File: src/rtl/maze_move_sequencer.sv
// Move-command sequencer for the MazeSolver bot: queues explorer moves, hands them
// one at a time to the motion executor, and tracks pose, dead ends, exit and errors.
module maze_move_sequencer #(
  parameter int FIFO_DEPTH = 4,
  parameter int GRID       = 9,
  parameter int START_X    = 4,
  parameter int START_Y    = 8,
  parameter int EXIT_X     = 4,
  parameter int EXIT_Y     = 0
) (
  input  logic       clk,
  input  logic       rst_n,
  input  logic       cmd_valid,
  input  logic [2:0] cmd,
  output logic       cmd_ready,
  output logic       exec_valid,
  output logic [2:0] exec_cmd,
  input  logic       exec_done,
  output logic [3:0] pos_x,
  output logic [3:0] pos_y,
  output logic [1:0] heading,
  output logic [3:0] deadend_cnt,
  output logic       exit_reached,
  output logic       err,
  output logic       busy
);

  localparam int AW = $clog2(FIFO_DEPTH);
  localparam logic [2:0] CMD_STOP   = 3'd0;
  localparam logic [2:0] CMD_LEFT   = 3'd2;
  localparam logic [2:0] CMD_RIGHT  = 3'd3;
  localparam logic [2:0] CMD_U_TURN = 3'd4;
  localparam logic signed [5:0] GRID_S = 6'(GRID);
  localparam logic [3:0] EXIT_XV = 4'(EXIT_X);
  localparam logic [3:0] EXIT_YV = 4'(EXIT_Y);

  typedef enum logic [1:0] {IDLE, ISSUE, HALT} state_t;
  state_t state, state_next;

  logic [2:0]    fifo_mem [FIFO_DEPTH];
  logic [AW-1:0] wr_ptr, rd_ptr;
  logic [AW:0]   count;
  logic          fifo_full, fifo_empty;
  logic          accept, push, pop, done_move, flush;
  logic [1:0]    new_heading;
  logic signed [5:0] nx, ny;
  logic          off_grid, at_exit;

  function automatic logic [1:0] turn(input logic [2:0] c, input logic [1:0] h);
    case (c)
      CMD_LEFT:   turn = h - 2'd1;
      CMD_RIGHT:  turn = h + 2'd1;
      CMD_U_TURN: turn = h + 2'd2;
      default:    turn = h;
    endcase
  endfunction

  assign fifo_full  = (count == (AW+1)'(FIFO_DEPTH));
  assign fifo_empty = (count == '0);
  assign cmd_ready  = !fifo_full && !exit_reached && !err;
  assign accept     = cmd_valid && cmd_ready;
  assign push       = accept && (cmd != CMD_STOP) && (cmd <= CMD_U_TURN);
  assign busy       = !fifo_empty || exec_valid;

  // Candidate pose for the command currently at the executor
  always_comb begin
    new_heading = turn(exec_cmd, heading);
    nx = $signed({2'b00, pos_x});
    ny = $signed({2'b00, pos_y});
    case (new_heading)
      2'd0:    ny = ny - 6'sd1;
      2'd1:    nx = nx + 6'sd1;
      2'd2:    ny = ny + 6'sd1;
      default: nx = nx - 6'sd1;
    endcase
  end

  assign off_grid = (nx < 6'sd0) || (ny < 6'sd0) || (nx >= GRID_S) || (ny >= GRID_S);
  assign at_exit  = (nx[3:0] == EXIT_XV) && (ny[3:0] == EXIT_YV);

  always_ff @(posedge clk) begin
    if (!rst_n) state <= IDLE;
    else        state <= state_next;
  end

  always_comb begin
    state_next = state;
    pop        = 1'b0;
    done_move  = 1'b0;
    case (state)
      IDLE: begin
        if (!fifo_empty) begin
          pop        = 1'b1;
          state_next = ISSUE;
        end
      end
      ISSUE: begin
        if (exec_done) begin
          done_move = 1'b1;
          if (off_grid || at_exit) state_next = HALT;
          else                     state_next = IDLE;
        end
      end
      HALT:    state_next = HALT;
      default: state_next = IDLE;
    endcase
  end

  assign flush = done_move && !off_grid && at_exit;

  always_ff @(posedge clk) begin
    if (push) fifo_mem[wr_ptr] <= cmd;
  end

  always_ff @(posedge clk) begin
    if (!rst_n) begin
      wr_ptr       <= '0;
      rd_ptr       <= '0;
      count        <= '0;
      exec_valid   <= 1'b0;
      exec_cmd     <= CMD_STOP;
      pos_x        <= 4'(START_X);
      pos_y        <= 4'(START_Y);
      heading      <= 2'd0;
      deadend_cnt  <= 4'd0;
      exit_reached <= 1'b0;
      err          <= 1'b0;
    end else begin
      if (pop) begin
        exec_valid <= 1'b1;
        exec_cmd   <= fifo_mem[rd_ptr];
      end
      if (done_move) begin
        exec_valid <= 1'b0;
        if (exec_cmd == CMD_U_TURN && deadend_cnt != 4'd15)
          deadend_cnt <= deadend_cnt + 4'd1;
        if (off_grid) begin
          err <= 1'b1;
        end else begin
          pos_x   <= nx[3:0];
          pos_y   <= ny[3:0];
          heading <= new_heading;
          if (at_exit) exit_reached <= 1'b1;
        end
      end
      if (accept && cmd > CMD_U_TURN) err <= 1'b1;
      // A push landing in the flush cycle is discarded with the rest of the queue
      if (flush) begin
        wr_ptr <= '0;
        rd_ptr <= '0;
        count  <= '0;
      end else begin
        if (push) wr_ptr <= wr_ptr + 1'b1;
        if (pop)  rd_ptr <= rd_ptr + 1'b1;
        case ({push, pop})
          2'b10:   count <= count + 1'b1;
          2'b01:   count <= count - 1'b1;
          default: count <= count;
        endcase
      end
    end
  end

endmodule
File: config.mk
export PLATFORM = sky130hd
export DESIGN_NAME = maze_move_sequencer
export DESIGN_NICKNAME = d
export VERILOG_FILES = /design/src/rtl/maze_move_sequencer.sv
export SDC_FILE = /design/constraint.sdc
export NUM_CORES = 1
export LEC_CHECK = 0
export CAP_MARGIN = 20
export CORE_MARGIN = 3
export CORE_UTILIZATION = 68
export CTS_BUF_LIST = sky130_fd_sc_hd__clkbuf_8 sky130_fd_sc_hd__clkbuf_16
export DETAILED_ROUTE_END_ITERATION = 8
export DONT_BUFFER_PORTS = 1
export PLACE_DENSITY = 0.84
export REMOVE_ABC_BUFFERS = 1
export SKIP_CTS_REPAIR_TIMING = 1
export SLEW_MARGIN = 30
export SYNTH_ARGS = -nofsm -noshare
export SYNTH_HDL_FRONTEND = slang
export SYNTH_SLANG_ARGS = --single-unit
File: constraint.sdc
create_clock -name clk -period 4.4 [get_ports clk]
set_input_delay 0.44 -clock clk [delete_from_list [all_inputs] [get_ports clk]]
set_output_delay 0.44 -clock clk [all_outputs]
set_load 0.01 [all_outputs]
==> impl_metrics.ini <==
[run_status]
outcome = finished, final reports clean

[logic_synthesis]
synth_cells = 263
ys_async_sr_fraction = 0
synth_edf_count = 12
yosysMostFrequentCell = dfxtp_1
synth_area_leaders = dfxtp_1, edfxtp_1, ha_1
synthFlopType = dfxtp_1
synth_top_area_frac = 0.230
yosysTopAreaCell = dfxtp_1
ys_seq_area_frac = 0.373
ys_warn_count = 0
ys_ff_latch = 41
avgSynthCellArea_um2 = 9.60
syn_area_um2 = 2520
synthTopCellsByCount = dfxtp_1, nor2_1, nor3_1, inv_1, edfxtp_1
ys_types = 64

[min_path]
hold_class = in -> reg
min_to = pos_y[3]
min_delay_path_depth = 1
holdCritStartpoint = rst_n

[drt]
vias_per_cell = 6.32
drtIter0Drc = 142
wire_per_inst_um = 16.5
drc = 0
antenna_left = 0
dr.pass1.iters = 4
vias = 1929
routed_wl_mm = 5.03

[placed_design]
portBuffers = 0
dpl_cell_area_um2 = 2510
dp_hpwl_mm = 3.65
gp_congestion = 0.900

[timing]
slew_violations = 0
finalSetupTns_ns = 0
hold_viol_final = 0
period_minus_slack_ns = 3.60
skew_ns = 0.00336
period_share = 0.819
rsz0062_at_grt = no
setup_viol = 0
slew_headroom = 0.454
max_clock_freq_ghz = 0.278
tightest_slew_ns = 0.818

[setup_path]
r2r_setup_slack_ns = 0.80
crit_chain = inv_1 -> ha_1 -> xor2_2 -> o31ai_1 -> a222oi_1 -> nand4_1 -> mux2i_2 -> o211ai_2 -> nor3_2 -> nor3_1
r2r-end = count[0]
reg2regPathDepth = 10
path_class = reg -> reg
critical_path.slowest_cell = a222oi_1
r2r-start = pos_y[1]
end_kind = register
crit_path_max_incr_delay_ns = 0.60
required_ns = 4.55
critPathMaxFanout = 20
critPathLaunchType = register
arrival_ns = 3.76

[floorplan]
start_util = 0.734
coreArea_um2 = 3440
io_pins = 29
die_y_um = 66.9
rows = 21
design.die.area_um2 = 4480
die_width_um = 66.9

[clock_tree]
htreeDepth = 2
cts_root_buf = clkbuf_8
clock_sinks = 41
cts_buffer_depth = 2
cts_made_buffers = 5
clk-insertion-delay-late_ns = 0.29
cts_tree = built
clkTransAtPathRegs_ns = 0.08

[pwr]
power_uw = 1580
ir_worst_vdd_v = 0.000418
power_density_nw_per_um2 = 609
p_leak_uw = 0.000921

[finish]
fillers = 248
stdcell_area_um2 = 2600
layout-drive-gt1-share = 0.0849
nets = 276
diodes = 0
area_growth_syn_to_layout_pct = 2.82

[global_routing]
antenna_found_initial = 0
grt_max_degree = 27
grt_usage = 0.245
grt_pass1_vias = 1786
grt_pass1_wl_mm = 8.29
grt-ovfl-total = 0

[flow_run]
drv_cap = 0
==> where the power goes <==
part | total, uW | switching [uW] | internal, uW
sequential | 595 | 139 | 456
combinational | 747 | 414 | 333
clock | 240 | 130 | 110
total | 1580 | 683 | 899
==> cells by family after synthesis <==
| logic type | synth area share |
|---|---|
| flops | 0.373 |
| simple gates | 0.245 |
| mux | 0.0813 |
| xor+xnor | 0.0684 |
| compound gates | 0.121 |
| fa+ha+maj | 0.0575 |
| buf+inv | 0.0535 |
==> through the flow <==
step	util	hold slack [ns]	instances	setup WS [ns]
floorplan	-	0.502	250	1.50
global placement	0.730	0.509	297	0.985
detailed placement	0.730	0.510	297	0.860
CTS	0.754	0.208	305	0.841
global route	0.754	0.204	305	0.451
finish	0.754	0.210	305	0.798
==> per-layer routing <==
metal,vias to the layer above,global-route usage,routed length [um]
li1,950,-,-
met1,913,0.332,2340
met2,60,0.387,2370
met3,6,0.0573,263
met4,0,0.0759,55
met5,-,0,0
==> worst max path at each step <==
stage	startpoint	to	depth (start not counted)
6_report	pos_y[1]	count[0]	10
3_3_place_gp	pos_y[1]	count[2]	10
5_1_grt	pos_y[1]	count[0]	10
3_5_place_dp	pos_y[1]	count[1]	10
2_1_floorplan	pos_y[1]	count[0]	10
4_1_cts	pos_y[1]	rd_ptr[1]	10
==> flip-flops by register name, indices dropped and copies added, names as in the netlist, 3 cells and up <==
| signal | count |
|---|---|
| fifo_mem | 12 |
| pos_x | 4 |
| count | 3 |
| exec_cmd | 3 |
| deadend_cnt | 4 |
| pos_y | 4 |
==> critical path, delay by kind of cell (launching register included) <==
family | cells | cell delay [ns]
adder cells (fa/ha/maj) | 1 | 0.35
multiplexers | 1 | 0.31
AO/OA/AOI/OAI | 3 | 1.08
XOR/XNOR | 1 | 0.24
buffers and inverters | 1 | 0.12
AND/OR/NAND/NOR | 3 | 0.81
flip-flops | 1 | 0.55
==> area by class of cell <==
| type | instances | area [um2] | area share |
|---|---|---|---|
| Sequential cell | 41 | 941 | 0.362 |
| Multi-Input combinational cell | 194 | 1450 | 0.558 |
| Timing Repair Buffer | 1 | 7.51 | 0.00289 |
| Clock inverter | 3 | 16.3 | 0.00627 |
| Clock buffer | 5 | 68.8 | 0.0265 |
| Inverter | 15 | 56.3 | 0.0217 |
| Tap cell | 46 | 57.6 | 0.0222 |
==> cells in the final DEF (no fill, tap or decap), drive strengths merged, types with 5 or more instances in the layout <==
master	instances
a21oi	6
xor2	11
mux2i	13
inv	15
o21ai	11
edfxtp	12
ha	10
clkbuf	5
xnor2	7
nand2b	6
dfxtp	29
nor3	17
or3	5
nand3	8
nand2	10
and2	8
nor2	21
(Power assumes the default switching activity.)
